==> src/rtl/alu_exec.sv <==
// EX-stage execution unit: single-cycle ALU/branch/CSR ops, iterative
// shift-add multiplier, and the 64-bit cycle/instret counters.
module alu_exec #(
    parameter int unsigned XLEN = 32
) (
    input  logic            clk,
    input  logic            rst,
    input  logic            in_valid,
    output logic            in_ready,
    input  logic [4:0]      alu_ctrl,
    input  logic [XLEN-1:0] src1,
    input  logic [XLEN-1:0] src2,
    input  logic            retire,
    output logic            out_valid,
    input  logic            out_ready,
    output logic [XLEN-1:0] result,
    output logic            branch_taken
);
    localparam int unsigned CW = 5;
    localparam int unsigned SW = 5;
    localparam int unsigned DW = 2 * XLEN;

    localparam logic [CW-1:0] OP_ADD       = 5'd0;
    localparam logic [CW-1:0] OP_SUB       = 5'd1;
    localparam logic [CW-1:0] OP_SLL       = 5'd2;
    localparam logic [CW-1:0] OP_SLT       = 5'd3;
    localparam logic [CW-1:0] OP_SLTU      = 5'd4;
    localparam logic [CW-1:0] OP_XOR       = 5'd5;
    localparam logic [CW-1:0] OP_SRL       = 5'd6;
    localparam logic [CW-1:0] OP_SRA       = 5'd7;
    localparam logic [CW-1:0] OP_OR        = 5'd8;
    localparam logic [CW-1:0] OP_AND       = 5'd9;
    localparam logic [CW-1:0] OP_BEQ       = 5'd10;
    localparam logic [CW-1:0] OP_BNE       = 5'd11;
    localparam logic [CW-1:0] OP_BLT       = 5'd12;
    localparam logic [CW-1:0] OP_BGE       = 5'd13;
    localparam logic [CW-1:0] OP_BLTU      = 5'd14;
    localparam logic [CW-1:0] OP_BGEU      = 5'd15;
    localparam logic [CW-1:0] OP_LUI       = 5'd16;
    localparam logic [CW-1:0] OP_MUL       = 5'd17;
    localparam logic [CW-1:0] OP_MULH      = 5'd18;
    localparam logic [CW-1:0] OP_MULHSU    = 5'd19;
    localparam logic [CW-1:0] OP_MULHU     = 5'd20;
    localparam logic [CW-1:0] OP_RDINSTRETH = 5'd21;
    localparam logic [CW-1:0] OP_RDINSTRET = 5'd22;
    localparam logic [CW-1:0] OP_RDCYCLEH  = 5'd23;
    localparam logic [CW-1:0] OP_RDCYCLE   = 5'd24;

    typedef enum logic [1:0] {
        S_IDLE = 2'd0,
        S_MUL  = 2'd1,
        S_SIGN = 2'd2,
        S_DONE = 2'd3
    } state_t;

    state_t          state, state_nx;
    logic [DW-1:0]   cycle_cnt, instret_cnt;
    logic [DW-1:0]   acc, mcand;
    logic [XLEN-1:0] mplier;
    logic [SW-1:0]   iter;
    logic            mul_neg, mul_hi;

    logic            accept_c, is_mul_c, taken_c, s1_neg_c, s2_neg_c;
    logic [SW-1:0]   shamt_c;
    logic [XLEN-1:0] alu_res_c, mag1_c, mag2_c;
    logic [DW-1:0]   prod_c;

    assign in_ready  = ~rst & ((state == S_IDLE) | ((state == S_DONE) & out_ready));
    assign out_valid = (state == S_DONE);
    assign accept_c  = in_valid & in_ready;
    assign shamt_c   = src2[SW-1:0];
    assign is_mul_c  = (alu_ctrl == OP_MUL) | (alu_ctrl == OP_MULH) |
                       (alu_ctrl == OP_MULHSU) | (alu_ctrl == OP_MULHU);
    assign s1_neg_c  = src1[XLEN-1] & ((alu_ctrl == OP_MULH) | (alu_ctrl == OP_MULHSU));
    assign s2_neg_c  = src2[XLEN-1] & (alu_ctrl == OP_MULH);
    assign mag1_c    = s1_neg_c ? -src1 : src1;
    assign mag2_c    = s2_neg_c ? -src2 : src2;
    assign prod_c    = mul_neg ? -acc : acc;

    // Branch compare outcome
    always_comb begin
        taken_c = 1'b0;
        case (alu_ctrl)
            OP_BEQ:  taken_c = (src1 == src2);
            OP_BNE:  taken_c = (src1 != src2);
            OP_BLT:  taken_c = ($signed(src1) <  $signed(src2));
            OP_BGE:  taken_c = ($signed(src1) >= $signed(src2));
            OP_BLTU: taken_c = (src1 <  src2);
            OP_BGEU: taken_c = (src1 >= src2);
            default: taken_c = 1'b0;
        endcase
    end

    // Single-cycle result mux; counters are read before this edge's increment
    always_comb begin
        alu_res_c = '0;
        case (alu_ctrl)
            OP_ADD:        alu_res_c = src1 + src2;
            OP_SUB:        alu_res_c = src1 - src2;
            OP_SLL:        alu_res_c = src1 << shamt_c;
            OP_SLT:        alu_res_c = XLEN'($signed(src1) < $signed(src2));
            OP_SLTU:       alu_res_c = XLEN'(src1 < src2);
            OP_XOR:        alu_res_c = src1 ^ src2;
            OP_SRL:        alu_res_c = src1 >> shamt_c;
            OP_SRA:        alu_res_c = XLEN'($signed(src1) >>> shamt_c);
            OP_OR:         alu_res_c = src1 | src2;
            OP_AND:        alu_res_c = src1 & src2;
            OP_BEQ, OP_BNE, OP_BLT, OP_BGE, OP_BLTU, OP_BGEU:
                           alu_res_c = XLEN'(taken_c);
            OP_LUI:        alu_res_c = src2;
            OP_RDINSTRETH: alu_res_c = instret_cnt[DW-1:XLEN];
            OP_RDINSTRET:  alu_res_c = instret_cnt[XLEN-1:0];
            OP_RDCYCLEH:   alu_res_c = cycle_cnt[DW-1:XLEN];
            OP_RDCYCLE:    alu_res_c = cycle_cnt[XLEN-1:0];
            default:       alu_res_c = '0;
        endcase
    end

    // Next-state logic; a DONE-state accept follows the IDLE rules
    always_comb begin
        state_nx = state;
        case (state)
            S_IDLE: if (accept_c) state_nx = is_mul_c ? S_MUL : S_DONE;
            S_MUL:  if (iter == SW'(XLEN - 1)) state_nx = S_SIGN;
            S_SIGN: state_nx = S_DONE;
            S_DONE: begin
                if (accept_c)       state_nx = is_mul_c ? S_MUL : S_DONE;
                else if (out_ready) state_nx = S_IDLE;
            end
            default: state_nx = S_IDLE;
        endcase
    end

    // State register
    always_ff @(posedge clk) begin
        if (rst) state <= S_IDLE;
        else     state <= state_nx;
    end

    // Result capture and shift-add multiplier datapath
    always_ff @(posedge clk) begin
        if (rst) begin
            result       <= '0;
            branch_taken <= 1'b0;
            acc          <= '0;
            mcand        <= '0;
            mplier       <= '0;
            iter         <= '0;
            mul_neg      <= 1'b0;
            mul_hi       <= 1'b0;
        end else if (accept_c) begin
            if (is_mul_c) begin
                acc     <= '0;
                mcand   <= DW'(mag1_c);
                mplier  <= mag2_c;
                iter    <= '0;
                mul_neg <= s1_neg_c ^ s2_neg_c;
                mul_hi  <= (alu_ctrl != OP_MUL);
            end else begin
                result       <= alu_res_c;
                branch_taken <= taken_c;
            end
        end else if (state == S_MUL) begin
            if (mplier[0]) acc <= acc + mcand;
            mcand  <= mcand << 1;
            mplier <= mplier >> 1;
            iter   <= iter + SW'(1);
        end else if (state == S_SIGN) begin
            result       <= mul_hi ? prod_c[DW-1:XLEN] : prod_c[XLEN-1:0];
            branch_taken <= 1'b0;
        end
    end

    // Free-running cycle counter and retired-instruction counter
    always_ff @(posedge clk) begin
        if (rst) begin
            cycle_cnt   <= '0;
            instret_cnt <= '0;
        end else begin
            cycle_cnt   <= cycle_cnt + DW'(1);
            instret_cnt <= instret_cnt + DW'(retire);
        end
    end

endmodule

==> config.mk <==
export PLATFORM = sky130hd
export DESIGN_NAME = alu_exec
export DESIGN_NICKNAME = d
export VERILOG_FILES = /design/src/rtl/alu_exec.sv
export SDC_FILE = /design/constraint.sdc
export NUM_CORES = 2
export LEC_CHECK = 0
export CAP_MARGIN = 10
export CORE_MARGIN = 2
export CORE_UTILIZATION = 40
export DETAILED_ROUTE_END_ITERATION = 10
export PLACE_DENSITY = 0.53
export RECOVER_POWER = 25
export SETUP_SLACK_MARGIN = 0.02
export SYNTH_ARGS = -nofsm -noshare
export SYNTH_HDL_FRONTEND = slang
export SYNTH_SLANG_ARGS = --single-unit
==> constraint.sdc <==
create_clock -name clk -period 14.44 [get_ports clk]
set_clock_uncertainty 0.05 [all_clocks]
set_input_delay 3.61 -clock clk [delete_from_list [all_inputs] [get_ports clk]]
set_output_delay 3.61 -clock clk [all_outputs]
set_load 0.05 [all_outputs]
==> summary.txt <==
placed cell area -> 31520 um2
H-tree depth -> 2
Final #Nets -> 4162
Post-Synth XOR/XNOR Area -> 7.775%
total congestion overflow -> 0
Sink Count -> 330
Worst-Margin Slew -> 3.974 ns
area share of and/or/nand/nor cells after synthesis -> 23.19%
post-synthesis mux area share -> 6.508%
Placed Instances -> 4833
row cnt -> 99
drt pass-1 iters -> 6
Mapped Area -> 29740 um2
IO Port Bufs -> 108
GRT Total Usage -> 33.52%
antenna violations before repair -> 8
final setup vio count -> 0
PwrDens -> 81.76 nW/um2
r2r worst-path depth -> 13
synth top area cells -> dfxtp_1 22%, ha_1 7.1%, nor2_1 6.1%
Distinct cells, synth -> 105
max-cap check violation count -> 3
cts hold-fix bufs -> 0
dominant cell type by area after synthesis -> dfxtp_1
RR Endpoint -> acc[62]$_SDFFE_PP0P_
Leak -> 12.46 nW
syn_nets -> 4221
count leader, synth -> nor2_1
share of Yosys cell area claimed by the top area cell type -> 22.21%
Routed Antenna Nets -> 0
Tmin final -> 11.09 ns
first-pass GRT wire length -> 195.3 mm
Yosys warnings -> 0
Setup TNS -> 0 ns
hold_sp -> mplier[1]$_SDFFE_PP0P_
run status -> finished with violations
vias in the first global route -> 28510
Worst EP required -> 10.78 ns
Post-Route WL -> 133.7 mm
CTS Root Cell -> clkbuf_16
r2r setup slk -> 9.65 ns
Avg Cell Area, Syn -> 7.480 um2
post-CTS setup repair buffer count -> 0
clock buffer count from CTS -> 41
Hold Path Depth -> 2
worst hold endpoint -> mplier[1]$_SDFFE_PP0P_
deepest clock path buffer count -> 3
Pwr Total -> 2.690 mW
Clk pin slew, worst setup/hold paths -> 0.05 ns
critical path class -> input pin to primary output
gpl congestion -> 1.024
nature of the critical path endpoint -> primary output
number of I/O pins -> 109
vias per cell -> 6.458
wire length per cell -> 27.24 um
RSZ-0062 raised after global routing -> no
Die ar. -> 76550 um2
Async SR Flop Fraction -> 0%
Final Slew Violations -> 213
Max FO, Critical Path -> 76
Worst-Skew Late Latency -> 0.58 ns
share of layout cells above drive strength 1 -> 7.649%
Post-synth EDFFs -> 0
Post-Synthesis Cells -> 3976
post-route insts no fill -> 4909
Min Hold Slack -> 0.4052 ns
Synth Area in Adders -> 7.270%
residual DRC count -> 0
post-DP HPWL -> 99.81 mm
Synth Area in Compound Gates -> 27.31%
Core ar. -> 73330 um2
HP Class -> flip-flop to flip-flop
DR vias -> 31700
pin count of the biggest net entering global routing -> 90
initial core utilization -> 40.56%
ys flop type -> dfxtp_1
Max Freq -> 0.09020 GHz
Slew headroom -> -164.9%
fin crit share -> 76.78%
worst ir drop on vdd -> 0.06235 mV
CP cell instances -> clkbuf_1 > a21oi_1 > clkdlybuf4s50_1
DIE HEIGHT -> 276.7 um
Worst path slowest cell -> clkbuf_1
startpoint types -> input pin
chip width -> 276.7 um
area grow syn2layout -> 10.63%
Post-synth top cells -> 483 x nor2_1, 352 x a21oi_1, 333 x nand2_1
Worst path max stage delay -> 2.76 ns
number of synthesized register bits -> 330
1st-iter DRT viols -> 4045
CTS tree -> done
Final Hold Viols -> 0
Final Instance Area -> 32900 um2
Critical Path AT -> 7.43 ns
worst r2r src -> acc[0]$_SDFFE_PP0P_
Seq/Total Area, Yosys -> 22.21%
post-CTS sizing -> 0
largest family of logic cells by synthesized area -> compound AO/OA/AOI/OAI gates
violated checks -> max-capacitance violations, max-slew violations
-- layout make-up --
cell class                 count  area, um2
timing repair buffer         189       1653
multi-input combinational   3220      21530
inverter                     135      506.7
antenna                        2      5.005
clock buffer                  55       1181
clock inverter                19      216.5
tap                          959       1200
sequential                   330       6609
fill                        7558      40430
-- per-stage QoR --
| stage | util [%] | setup slack, ns |
|---|---|---|
| 2_1_floorplan | - | 6.250 |
| 3_3_place_gp | 42.98 | 5.473 |
| 3_5_place_dp | 42.98 | 5.447 |
| 4_1_cts | 44.89 | 5.439 |
| 5_1_grt | 44.87 | 2.722 |
| 6_report | 44.87 | 3.353 |
-- per-layer routing --
metal	global-route usage [%]	up-vias	routed length, um
li1	-	14550	-
met1	49.89	15220	61220
met2	46.97	1653	53460
met3	6.184	268	12870
met4	13.39	12	6081
met5	0	-	76
-- sequential cells by signal, indices dropped and copies added, names as in the netlist, 2 cells and up --
name         flops
mplier          32
iter             5
state            2
cycle_cnt       64
acc             64
instret_cnt     64
result          32
mcand           64
-- layout by cell type, fill, tap and decap left out, types with 60 or more instances in the layout --
cell type / count
a211oi_1: 85
a21o_1: 68
a21oi_1: 351
a22oi_1: 66
buf_4: 80
clkdlybuf4s50_1: 96
dfxtp_1: 328
ha_1: 168
inv_1: 131
mux4_2: 67
nand2_1: 333
nand3_1: 149
nor2_1: 478
nor3_1: 106
o21ai_0: 231
or3_1: 60
xnor2_1: 150
xor2_1: 114
-- logic make-up after synthesis --
| family | count (synthesis) |
|---|---|
| and+or+nand+nor | 1444 |
| xor gates and xnor gates | 264 |
| DFF | 330 |
| muxes | 109 |
| buffers and inverters | 426 |
| AOI/OAI and AO/OA | 1232 |
| adders and majority gates | 171 |
-- critical path: cells and delay by family --
family / cells / cell delay, ns
buf+inv: 2 / 3.63
compound gates: 1 / 0.18
-- report_power, final --
group          total, mW  internal (mW)  switching (mW)
Clock               1.10          0.649           0.452
Sequential         0.949          0.929          0.0198
Combinational      0.640          0.205           0.435
-- worst max path at each step --
stage	startpoint	to	depth (start not counted)
global route	rst	mplier[12]$_SDFFE_PP0P_	4
finish	rst	in_ready	3
floorplan	out_ready	in_ready	2
CTS	out_ready	in_ready	4
global placement	out_ready	in_ready	4
detailed placement	out_ready	in_ready	4
(Power assumes the default switching activity.)
